## config.mk

```make
export PLATFORM = sky130hd
export DESIGN_NAME = crop_stream_arbiter_flat
export DESIGN_NICKNAME = d
export VERILOG_FILES = /design/src/rtl/crop_stream_arbiter_if.sv /design/src/rtl/crop_stream_arbiter.sv /design/src/flat_wrapper.sv
export SDC_FILE = /design/constraint.sdc
export NUM_CORES = 1
export LEC_CHECK = 0
export CAP_MARGIN = 10
export CORE_MARGIN = 3
export CORE_UTILIZATION = 45
export DETAILED_ROUTE_END_ITERATION = 10
export GPL_TIMING_DRIVEN = 0
export PLACE_DENSITY = 0.81
export SYNTH_ARGS = -nofsm -noshare
export SYNTH_HDL_FRONTEND = slang
export SYNTH_SLANG_ARGS = --single-unit
```

## constraint.sdc

```tcl
create_clock -name clk -period 6.4 [get_ports clk]
set_clock_uncertainty 0.15 [all_clocks]
set_input_delay 1.28 -clock clk [delete_from_list [all_inputs] [get_ports clk]]
set_output_delay 1.28 -clock clk [all_outputs]
set_load 0.02 [all_outputs]
```

## src/rtl/crop_stream_arbiter_if.sv

```systemverilog
// Stream bundle between the crop-norm bank, the crop arbiter and the
// downstream packer. The arbiter takes the master view: it accepts the
// per-crop input lanes and drives the merged output stream. The slave view
// is the surrounding environment (upstream channels plus downstream sink).
interface crop_stream_arbiter_if #(
  parameter int DATA_W    = 8,
  parameter int NUM_CROPS = 4,
  parameter int IDX_W     = $clog2(NUM_CROPS)
);
  logic [NUM_CROPS-1:0] s_axis_tvalid;
  logic [NUM_CROPS-1:0] s_axis_tready;
  logic [DATA_W-1:0]    s_axis_tdata [NUM_CROPS];
  logic                 m_axis_tvalid;
  logic                 m_axis_tready;
  logic [DATA_W-1:0]    m_axis_tdata;
  logic                 m_axis_tlast;
  logic                 m_axis_tuser;
  logic [IDX_W-1:0]     m_axis_tid;

  modport master (
    input  s_axis_tvalid, s_axis_tdata, m_axis_tready,
    output s_axis_tready, m_axis_tvalid, m_axis_tdata,
           m_axis_tlast, m_axis_tuser, m_axis_tid
  );

  modport slave (
    output s_axis_tvalid, s_axis_tdata, m_axis_tready,
    input  s_axis_tready, m_axis_tvalid, m_axis_tdata,
           m_axis_tlast, m_axis_tuser, m_axis_tid
  );
endinterface

```

## src/rtl/crop_stream_arbiter.sv

```systemverilog
// Merges NUM_CROPS crop channels into one stream, one whole crop at a time
// in ascending index order. A frame is armed from the runtime config while
// idle; the output is a single registered stage with TLAST/TUSER/TID.
// The interface instance must be built with the same DATA_W/NUM_CROPS.
module crop_stream_arbiter #(
  parameter int DATA_W          = 8,
  parameter int NUM_CROPS       = 4,
  parameter int MAX_CROP_PIXELS = 4096,
  parameter int IDX_W           = $clog2(NUM_CROPS),
  parameter int CNT_W           = $clog2(MAX_CROP_PIXELS + 1)
) (
  input  logic                 clk,
  input  logic                 reset,
  input  logic                 cfg_enable,
  input  logic [NUM_CROPS-1:0] cfg_crop_mask,
  input  logic [CNT_W-1:0]     cfg_crop_pixels,
  crop_stream_arbiter_if.master axis,
  output logic [IDX_W-1:0]     crop_idx,
  output logic                 busy,
  output logic                 frame_done,
  output logic                 cfg_err,
  output logic [15:0]          frame_count
);

  typedef enum logic {IDLE, STREAM} state_t;

  state_t               state_reg, state_next;
  logic [IDX_W-1:0]     crop_idx_reg, crop_idx_next;
  logic [CNT_W-1:0]     pix_cnt_reg, pix_cnt_next;
  logic                 first_flag_reg, first_flag_next;
  logic [NUM_CROPS-1:0] mask_reg, mask_next;
  logic [CNT_W-1:0]     pixels_reg, pixels_next;
  logic                 tvalid_reg, tvalid_next;
  logic [DATA_W-1:0]    tdata_reg, tdata_next;
  logic                 tlast_reg, tlast_next;
  logic                 tuser_reg, tuser_next;
  logic [IDX_W-1:0]     tid_reg, tid_next;
  logic                 frame_done_reg, frame_done_next;
  logic                 cfg_err_reg, cfg_err_next;
  logic [15:0]          frame_count_reg, frame_count_next;

  logic                 streaming;
  logic                 out_free;
  logic                 beat;
  logic                 last_pix;
  logic                 cfg_ok;
  logic [NUM_CROPS-1:0] s_ready;
  logic [NUM_CROPS-1:0] above_mask;
  logic [IDX_W-1:0]     first_idx;
  logic [IDX_W-1:0]     next_idx;
  logic                 next_found;

  assign streaming = (state_reg == STREAM);
  // The output stage can take a new pixel when empty or draining this cycle.
  assign out_free  = !tvalid_reg || axis.m_axis_tready;
  assign beat      = streaming && out_free && axis.s_axis_tvalid[crop_idx_reg];
  assign last_pix  = (pix_cnt_reg == pixels_reg - CNT_W'(1));
  assign cfg_ok    = (cfg_crop_mask != '0) && (cfg_crop_pixels != '0) &&
                     (cfg_crop_pixels <= CNT_W'(MAX_CROP_PIXELS));

  // Per-lane ready and "enabled crop above the current one" vectors.
  generate
    for (genvar gi = 0; gi < NUM_CROPS; gi++) begin : g_lane
      assign s_ready[gi]    = streaming && (crop_idx_reg == IDX_W'(gi)) && out_free;
      assign above_mask[gi] = mask_reg[gi] && (IDX_W'(gi) > crop_idx_reg);
    end
  endgenerate

  // Lowest-set-bit encoders: first crop of a new frame, next crop in this one.
  always_comb begin
    first_idx  = '0;
    next_idx   = '0;
    next_found = 1'b0;
    for (int i = NUM_CROPS - 1; i >= 0; i--) begin
      if (cfg_crop_mask[i]) first_idx = IDX_W'(i);
      if (above_mask[i]) begin
        next_idx   = IDX_W'(i);
        next_found = 1'b1;
      end
    end
  end

  // Next-state, counters and output-stage load decisions.
  always_comb begin
    state_next       = state_reg;
    crop_idx_next    = crop_idx_reg;
    pix_cnt_next     = pix_cnt_reg;
    first_flag_next  = first_flag_reg;
    mask_next        = mask_reg;
    pixels_next      = pixels_reg;
    tvalid_next      = tvalid_reg;
    tdata_next       = tdata_reg;
    tlast_next       = tlast_reg;
    tuser_next       = tuser_reg;
    tid_next         = tid_reg;
    frame_done_next  = 1'b0;
    cfg_err_next     = 1'b0;
    frame_count_next = frame_count_reg;

    case (state_reg)
      IDLE: begin
        if (cfg_enable) begin
          if (cfg_ok) begin
            mask_next       = cfg_crop_mask;
            pixels_next     = cfg_crop_pixels;
            crop_idx_next   = first_idx;
            pix_cnt_next    = '0;
            first_flag_next = 1'b1;
            state_next      = STREAM;
          end else begin
            cfg_err_next = 1'b1;
          end
        end
      end
      STREAM: begin
        if (beat) begin
          first_flag_next = 1'b0;
          if (last_pix) begin
            pix_cnt_next = '0;
            if (next_found) begin
              crop_idx_next = next_idx;
            end else begin
              state_next       = IDLE;
              frame_done_next  = 1'b1;
              frame_count_next = frame_count_reg + 16'd1;
            end
          end else begin
            pix_cnt_next = pix_cnt_reg + CNT_W'(1);
          end
        end
      end
      default: state_next = IDLE;
    endcase

    // A drain and a new beat in the same cycle simply reload the register.
    if (beat) begin
      tvalid_next = 1'b1;
      tdata_next  = axis.s_axis_tdata[crop_idx_reg];
      tid_next    = crop_idx_reg;
      tuser_next  = first_flag_reg;
      tlast_next  = last_pix;
    end else if (axis.m_axis_tready) begin
      tvalid_next = 1'b0;
    end
  end

  // State and datapath registers with synchronous active-low reset.
  always_ff @(posedge clk) begin
    if (!reset) begin
      state_reg       <= IDLE;
      crop_idx_reg    <= '0;
      pix_cnt_reg     <= '0;
      first_flag_reg  <= 1'b0;
      mask_reg        <= '0;
      pixels_reg      <= '0;
      tvalid_reg      <= 1'b0;
      tdata_reg       <= '0;
      tlast_reg       <= 1'b0;
      tuser_reg       <= 1'b0;
      tid_reg         <= '0;
      frame_done_reg  <= 1'b0;
      cfg_err_reg     <= 1'b0;
      frame_count_reg <= '0;
    end else begin
      state_reg       <= state_next;
      crop_idx_reg    <= crop_idx_next;
      pix_cnt_reg     <= pix_cnt_next;
      first_flag_reg  <= first_flag_next;
      mask_reg        <= mask_next;
      pixels_reg      <= pixels_next;
      tvalid_reg      <= tvalid_next;
      tdata_reg       <= tdata_next;
      tlast_reg       <= tlast_next;
      tuser_reg       <= tuser_next;
      tid_reg         <= tid_next;
      frame_done_reg  <= frame_done_next;
      cfg_err_reg     <= cfg_err_next;
      frame_count_reg <= frame_count_next;
    end
  end

  assign axis.s_axis_tready = s_ready;
  assign axis.m_axis_tvalid = tvalid_reg;
  assign axis.m_axis_tdata  = tdata_reg;
  assign axis.m_axis_tlast  = tlast_reg;
  assign axis.m_axis_tuser  = tuser_reg;
  assign axis.m_axis_tid    = tid_reg;
  assign crop_idx           = crop_idx_reg;
  assign busy               = streaming;
  assign frame_done         = frame_done_reg;
  assign cfg_err            = cfg_err_reg;
  assign frame_count        = frame_count_reg;

endmodule

```

## src/flat_wrapper.sv

```systemverilog
// flat-port wrapper written by rule: the top's interface ports become plain ports
module crop_stream_arbiter_flat 
#(
  parameter int DATA_W          = 8,
  parameter int NUM_CROPS       = 4,
  parameter int MAX_CROP_PIXELS = 4096,
  parameter int IDX_W           = $clog2(NUM_CROPS),
  parameter int CNT_W           = $clog2(MAX_CROP_PIXELS + 1)
)
  (clk, reset, cfg_enable, cfg_crop_mask, cfg_crop_pixels, crop_idx, busy, frame_done, cfg_err, frame_count, axis_s_axis_tvalid, axis_s_axis_tdata, axis_m_axis_tready, axis_s_axis_tready, axis_m_axis_tvalid, axis_m_axis_tdata, axis_m_axis_tlast, axis_m_axis_tuser, axis_m_axis_tid);
  crop_stream_arbiter_if #(.DATA_W(DATA_W), .NUM_CROPS(NUM_CROPS), .IDX_W(IDX_W)) axis_i ();
  input  logic clk;
  input  logic reset;
  input  logic cfg_enable;
  input  logic [NUM_CROPS-1:0] cfg_crop_mask;
  input  logic [CNT_W-1:0] cfg_crop_pixels;
  output logic [IDX_W-1:0] crop_idx;
  output logic busy;
  output logic frame_done;
  output logic cfg_err;
  output logic [15:0] frame_count;
  input wire logic [$bits(axis_i.s_axis_tvalid)-1:0] axis_s_axis_tvalid;
  input wire logic [$bits(axis_i.s_axis_tdata)-1:0] axis_s_axis_tdata;
  input wire logic [$bits(axis_i.m_axis_tready)-1:0] axis_m_axis_tready;
  output wire logic [$bits(axis_i.s_axis_tready)-1:0] axis_s_axis_tready;
  output wire logic [$bits(axis_i.m_axis_tvalid)-1:0] axis_m_axis_tvalid;
  output wire logic [$bits(axis_i.m_axis_tdata)-1:0] axis_m_axis_tdata;
  output wire logic [$bits(axis_i.m_axis_tlast)-1:0] axis_m_axis_tlast;
  output wire logic [$bits(axis_i.m_axis_tuser)-1:0] axis_m_axis_tuser;
  output wire logic [$bits(axis_i.m_axis_tid)-1:0] axis_m_axis_tid;
  assign axis_i.s_axis_tvalid = axis_s_axis_tvalid;
  assign axis_i.s_axis_tdata = {>>{axis_s_axis_tdata}};
  assign axis_i.m_axis_tready = axis_m_axis_tready;
  assign axis_s_axis_tready = axis_i.s_axis_tready;
  assign axis_m_axis_tvalid = axis_i.m_axis_tvalid;
  assign axis_m_axis_tdata = axis_i.m_axis_tdata;
  assign axis_m_axis_tlast = axis_i.m_axis_tlast;
  assign axis_m_axis_tuser = axis_i.m_axis_tuser;
  assign axis_m_axis_tid = axis_i.m_axis_tid;
  crop_stream_arbiter #(.DATA_W(DATA_W), .NUM_CROPS(NUM_CROPS), .MAX_CROP_PIXELS(MAX_CROP_PIXELS), .IDX_W(IDX_W), .CNT_W(CNT_W)) u_core (.clk(clk), .reset(reset), .cfg_enable(cfg_enable), .cfg_crop_mask(cfg_crop_mask), .cfg_crop_pixels(cfg_crop_pixels), .axis(axis_i), .crop_idx(crop_idx), .busy(busy), .frame_done(frame_done), .cfg_err(cfg_err), .frame_count(frame_count));
endmodule
```

# ---- After elaboration in Yosys (flattened, before gate mapping)
# Index checks and enable logic that the tools add are counted.
dict set report totals {
  wordCells 108
  output_inout_bits 38
  reg_bits 65
  input_bits 57
}
dict set report classes {
  reduce_logical 28
  n_eq_ne 9
  bitwise 5
  n_lt_le_gt_ge 7
  add_sub_neg 3
  mux 42
}
# op count
set op_table {}
lappend op_table {{two-way mux 13 bit} 4}
lappend op_table {{two-way mux 2 bit} 13}
lappend op_table {{case mux 13 bit (2 select lines)} 1}
lappend op_table {{two-way mux 1 bit} 17}
lappend op_table {{adder 16 x 1 -> 16 bit, second input constant} 1}
lappend op_table {{binary-select mux 8 bit (select 2 bit)} 1}
lappend op_table {{logical AND 1 bit} 16}
lappend op_table {{two-way mux 8 bit} 2}
lappend op_table {{adder 13 x 1 -> 13 bit, second input constant} 1}
lappend op_table {{equality test 13 bit} 1}
lappend op_table {{<= comparator 13 bit, second input constant} 1}
lappend op_table {{nonzero test 13 bit} 1}
lappend op_table {{subtractor 13 x 1 -> 13 bit, second input constant} 1}
lappend op_table {{!= test 2 bit, second input constant} 4}
lappend op_table {{AND reduction 4 bit} 2}
lappend op_table {{AND reduction 3 bit} 2}
lappend op_table {{AND reduction 5 bit} 1}
lappend op_table {{equality test 2 bit, second input constant} 2}
lappend op_table {{> comparator 1 x 2 -> 1 bit, first input constant} 2}
lappend op_table {{> comparator 2 bit, first input constant} 2}
lappend op_table {{NOT 1 bit} 4}
lappend op_table {{case mux 1 bit (2 select lines)} 2}
lappend op_table {{case mux 2 bit (2 select lines)} 1}
lappend op_table {{nonzero test 4 bit} 1}
lappend op_table {{other kinds (11)} 11}

# ---- Logic depth before layout (Yosys ltp)
dict set report depth {
  depth_word 10
  ltp_mapped 9
  mapped_depth_nobuf 8
}

# ---- Worst setup path before layout
# Ideal clock, no wire load.
dict set report synth_path {
  path_type {input to register}
  start {in cfg_crop_pixels[11]}
  end {reg u_core.mask_reg[1]}
  setup_slack_ns 2.999
  cell_stages 8
  required_ns 6.122
  path_buffers 3
  setup_ns 0.128
  arrival_time_ns 3.124
  cell_sequence {nor4_1 > and3_1 > clkbuf_1 > mux2_2 > buf_1 > clkbuf_1 > mux2i_1 > nor2_1}
}
dict set report synth_via {
  elab_chain_cells 4
  elab_cells_between_ends 5
  cone_classes {1 x order compare; 4 x reduce/logical}
}
# element line_no
set synth_rtl {}
lappend synth_rtl {{start: declaration} flat_wrapper.sv:16} ;# input logic [CNT_W-1:0] cfg_crop_pixels;
lappend synth_rtl {{branches (longest 2 deep; another with <= comparator 13 bit)} --}
lappend synth_rtl {{logical AND 1 bit (*)} crop_stream_arbiter.sv:58} ;# assign cfg_ok = (cfg_crop_mask != '0) && (cfg_crop_pixels != '0) &&
lappend synth_rtl {{AND reduction 3 bit (no source line) (*)} --}
lappend synth_rtl {{end signal: assignment} crop_stream_arbiter.sv:169} ;# mask_reg <= mask_next;
lappend synth_rtl {{end: declaration} crop_stream_arbiter.sv:31} ;# logic [NUM_CROPS-1:0] mask_reg, mask_next;
# Every way passes the cells marked *.
# A chain may end at the register's enable or synchronous reset.

# ---- Final worst setup path
# Ends and elaborated chain as after synthesis.

==> flow_metrics.py <==
metrics = {
    "grt": {
        "globalRouteTotalUtil": 0.229,
        "antenna_found_initial": 0,
        "grt_pass1_wl_mm": 18.0,
        "grt_pass1_vias": 3777,
        "grt_max_degree": 11,
        "grt-ovfl-total": 0,
    },
    "route": {
        "drt_first_pass_iters": 7,
        "post_drt_via_cell_ratio": 5.87,
        "vias": 3736,
        "drt_iter0_markers": 272,
        "ant_nets": 0,
        "post_drt_wl_per_cell_um": 16.9,
        "drc": 0,
        "drt_wl_total_mm": 10.8,
    },
    "cells_and_area": {
        "finalNonFillerCells": 636,
        "drive_above_1_share": 0.0787,
        "nFillCells": 656,
        "syn_to_final_growth_pct": 34.6,
        "final_util": 0.639,
        "fin_area_sq_um": 5070,
        "largest_reg_flops": 16,
        "finalNetCount": 589,
        "diodes": 0,
    },
    "clock_tree": {
        "postCtsSetupRepairBufs": 0,
        "clk_pin_slew_ns": 0.06,
        "post_cts_resized": 0,
        "htreeDepth": 3,
        "max-clock-path-buffers": 2,
        "numCtsBuffers": 9,
        "ctsHoldBuffers": 0,
        "clk_latency_ns": 0.34,
        "cts_num_sinks": 64,
        "clockRootBuffer": "clkbuf_8",
        "cts_tree": "yes",
    },
    "floorplanning": {
        "ios": 95,
        "die_w_um": 97.5,
        "start_util": 0.475,
        "fp-row-count": 32,
        "coreArea_sq_um": 7930,
        "die_y_um": 97.5,
        "dieArea_sq_um": 9500,
    },
    "synth": {
        "synth-async-reset-ratio": 0,
        "avgSynthCellArea_sq_um": 8.88,
        "ys.flop_type": "dfxtp_1",
        "synth_cells": 424,
        "synth_nets": 484,
        "syn-cell-area_sq_um": 3760,
        "synth_edf_count": 0,
        "synth-seq-cells": 64,
        "synth_warnings": 0,
        "synth_cell_type_count": 52,
        "yosysSeqAreaShare": 0.340,
    },
    "power": {
        "p_switching_uw": 262,
        "combinationalPowerShare": 0.186,
        "power_density_nw_per_um2": 200,
        "pwr-share-clk": 0.400,
        "leakagePower_uw": 0.00170,
        "irDropWorstVdd_v": 0.000102,
        "p_sw_frac": 0.259,
        "p_int_uw": 752,
        "power_frac_seq": 0.415,
    },
    "placed_design": {
        "portBuffers": 94,
        "placed_cells": 620,
        "gp_congestion": 0.871,
        "place_area_sq_um": 4830,
        "hpwlAfterDp_mm": 8.04,
    },
    "hold_path": {
        "hp-class": "register to register",
        "hold_end": "u_core.axis.m_axis_tlast$_SDFFE_PN0P_",
        "worst_hold_path.num_cells": 2,
        "holdCritStartpoint": "u_core.axis.m_axis_tlast$_SDFFE_PN0P_",
    },
    "critical_path": {
        "crit_required_ns": 6.46,
        "reg2reg_slack_ns": 3.15,
        "worstSetupStartpoint": "cfg_crop_pixels[11]",
        "critical_path_class": "input port to register",
        "path_max_fanout": 10,
        "critical_path_arrival_ns": 4.29,
        "r2r_end": "u_core.frame_count[10]$_SDFFE_PN0P_",
        "start_kind": "input port",
        "r2r_cells": 8,
        "r2r_start": "u_core.pixels_reg[4]$_SDFFE_PN0P_",
        "cp-end-kind": "register",
    },
    "sta": {
        "setup_viol": 0,
        "fmax_ghz": 0.236,
        "finalSetupTns_ns": 0,
        "rsz0062_at_grt": "false",
        "hold_viol": 0,
        "worst_pin_slew_ns": 0.724,
        "slew_violations": 0,
        "period_needed_ns": 4.24,
        "fin_crit_sh": 0.662,
        "maxSlewHeadroom": 0.517,
    },
    "outcome": {
        "run_status": "complete, no violations",
    },
    "flow_run": {
        "maxCapViolCount": 0,
    },
}
## metrics by stage
stage / power (uW) / hold slack [ns] / worst slack (ns)
after floorplan: 539 / 0.306 / 3.00
after global placement: 608 / 0.309 / 1.83
after detailed placement: 614 / 0.313 / 1.87
after CTS: 1020 / 0.322 / 2.16
after global routing: 1050 / 0.352 / 1.95
final: 1010 / 0.317 / 2.16
## Yosys cell counts (3+ instances only)
cell / n / area [sq um]
dfxtp_1: 64 / 1280
mux2i_1: 40 / 400
nor2_1: 40 / 150
nand2_1: 35 / 131
clkbuf_1: 21 / 78.8
a211oi_1: 18 / 135
a21oi_1: 18 / 90.1
nand2b_1: 17 / 106
nand3_1: 14 / 70.1
xnor2_1: 14 / 123
xor2_1: 14 / 123
inv_1: 12 / 45.0
nor4_1: 12 / 75.1
nor3_1: 10 / 50.1
mux4_2: 8 / 180
nor4_2: 7 / 87.6
o211ai_1: 7 / 52.6
and3_1: 6 / 37.5
nand4_1: 6 / 37.5
a31oi_1: 5 / 31.3
buf_1: 5 / 18.8
o31ai_1: 5 / 37.5
and4_1: 3 / 26.3
ha_1: 3 / 37.5
mux2_2: 3 / 33.8
o21ai_0: 3 / 15.0
or4_1: 3 / 22.5
## worst max path at each step
stage	end	slack (ns)
final	u_core.mask_reg[1]$_SDFFE_PN0P_	2.16
after global routing	u_core.pixels_reg[2]$_SDFFE_PN0P_	1.95
after CTS	axis_s_axis_tready[3]	2.16
after detailed placement	u_core.mask_reg[1]$_SDFFE_PN0P_	1.87
after global placement	u_core.pixels_reg[3]$_SDFFE_PN0P_	1.83
after floorplan	u_core.mask_reg[1]$_SDFFE_PN0P_	3.00
## layout by cell type, fill, tap and decap left out, types with 3 or more instances in the layout
cell type,count
a211oi_1,18
mux2_2,3
clkbuf_1,23
buf_1,5
ha_1,3
nor3_1,10
nor4_2,7
nand2_1,35
clkdlybuf4s50_1,94
nand4_1,6
or4_1,3
o211ai_1,7
nand2b_1,17
a31oi_1,5
nor4_1,12
inv_1,12
and4_1,3
dfxtp_1,64
mux4_2,8
o31ai_1,5
a21oi_1,18
nor2_1,40
o21ai_0,3
clkbuf_8,12
and3_1,6
nand3_1,14
xnor2_1,14
mux2i_1,40
xor2_1,14
## layout make-up
class,instances,area [sq um],area share
buffer,29,125,0.0247
clock buffer,14,173,0.0341
sequential,64,1280,0.253
tap,102,128,0.0252
inverter,12,45.0,0.00889
timing repair buffer,94,941,0.186
multi-input combinational,319,2310,0.457
clock inverter,2,60.1,0.0119
## per-layer routing
metal	wire length [um]	up-vias	global-route usage
met1	4400	1758	0.286
met4	218	0	0.0927
li1	-	1767	-
met5	0	-	0
met3	936	24	0.0581
met2	5200	187	0.376
## power by group through the flow
| stage | clock (uW) | sequential (uW) | combinational, uW |
|---|---|---|---|
| after floorplan | 0 | 431 | 107 |
| after global placement | 0 | 428 | 180 |
| after detailed placement | 0 | 429 | 185 |
| after CTS | 411 | 420 | 187 |
| after global routing | 426 | 422 | 203 |
| final | 405 | 420 | 188 |
## kinds of logic after synthesis
| kind of cell | synth area share |
|---|---|
| adders and majority gates | 0.00997 |
| muxes | 0.163 |
| and+or+nand+nor | 0.246 |
| AOI/OAI and AO/OA | 0.131 |
| buffers and inverters | 0.0452 |
| DFF | 0.340 |
| xor gates and xnor gates | 0.0651 |
## critical path, cell delays in order
cell	delay, ns
clkdlybuf4s50_1	0.45
nor4_1	0.43
and3_1	0.22
clkbuf_1	0.19
mux2_2	0.29
buf_1	0.58
clkbuf_1	0.52
mux2i_1	0.27
nor2_1	0.06
No activity file was read; power rests on OpenSTA's default activity.
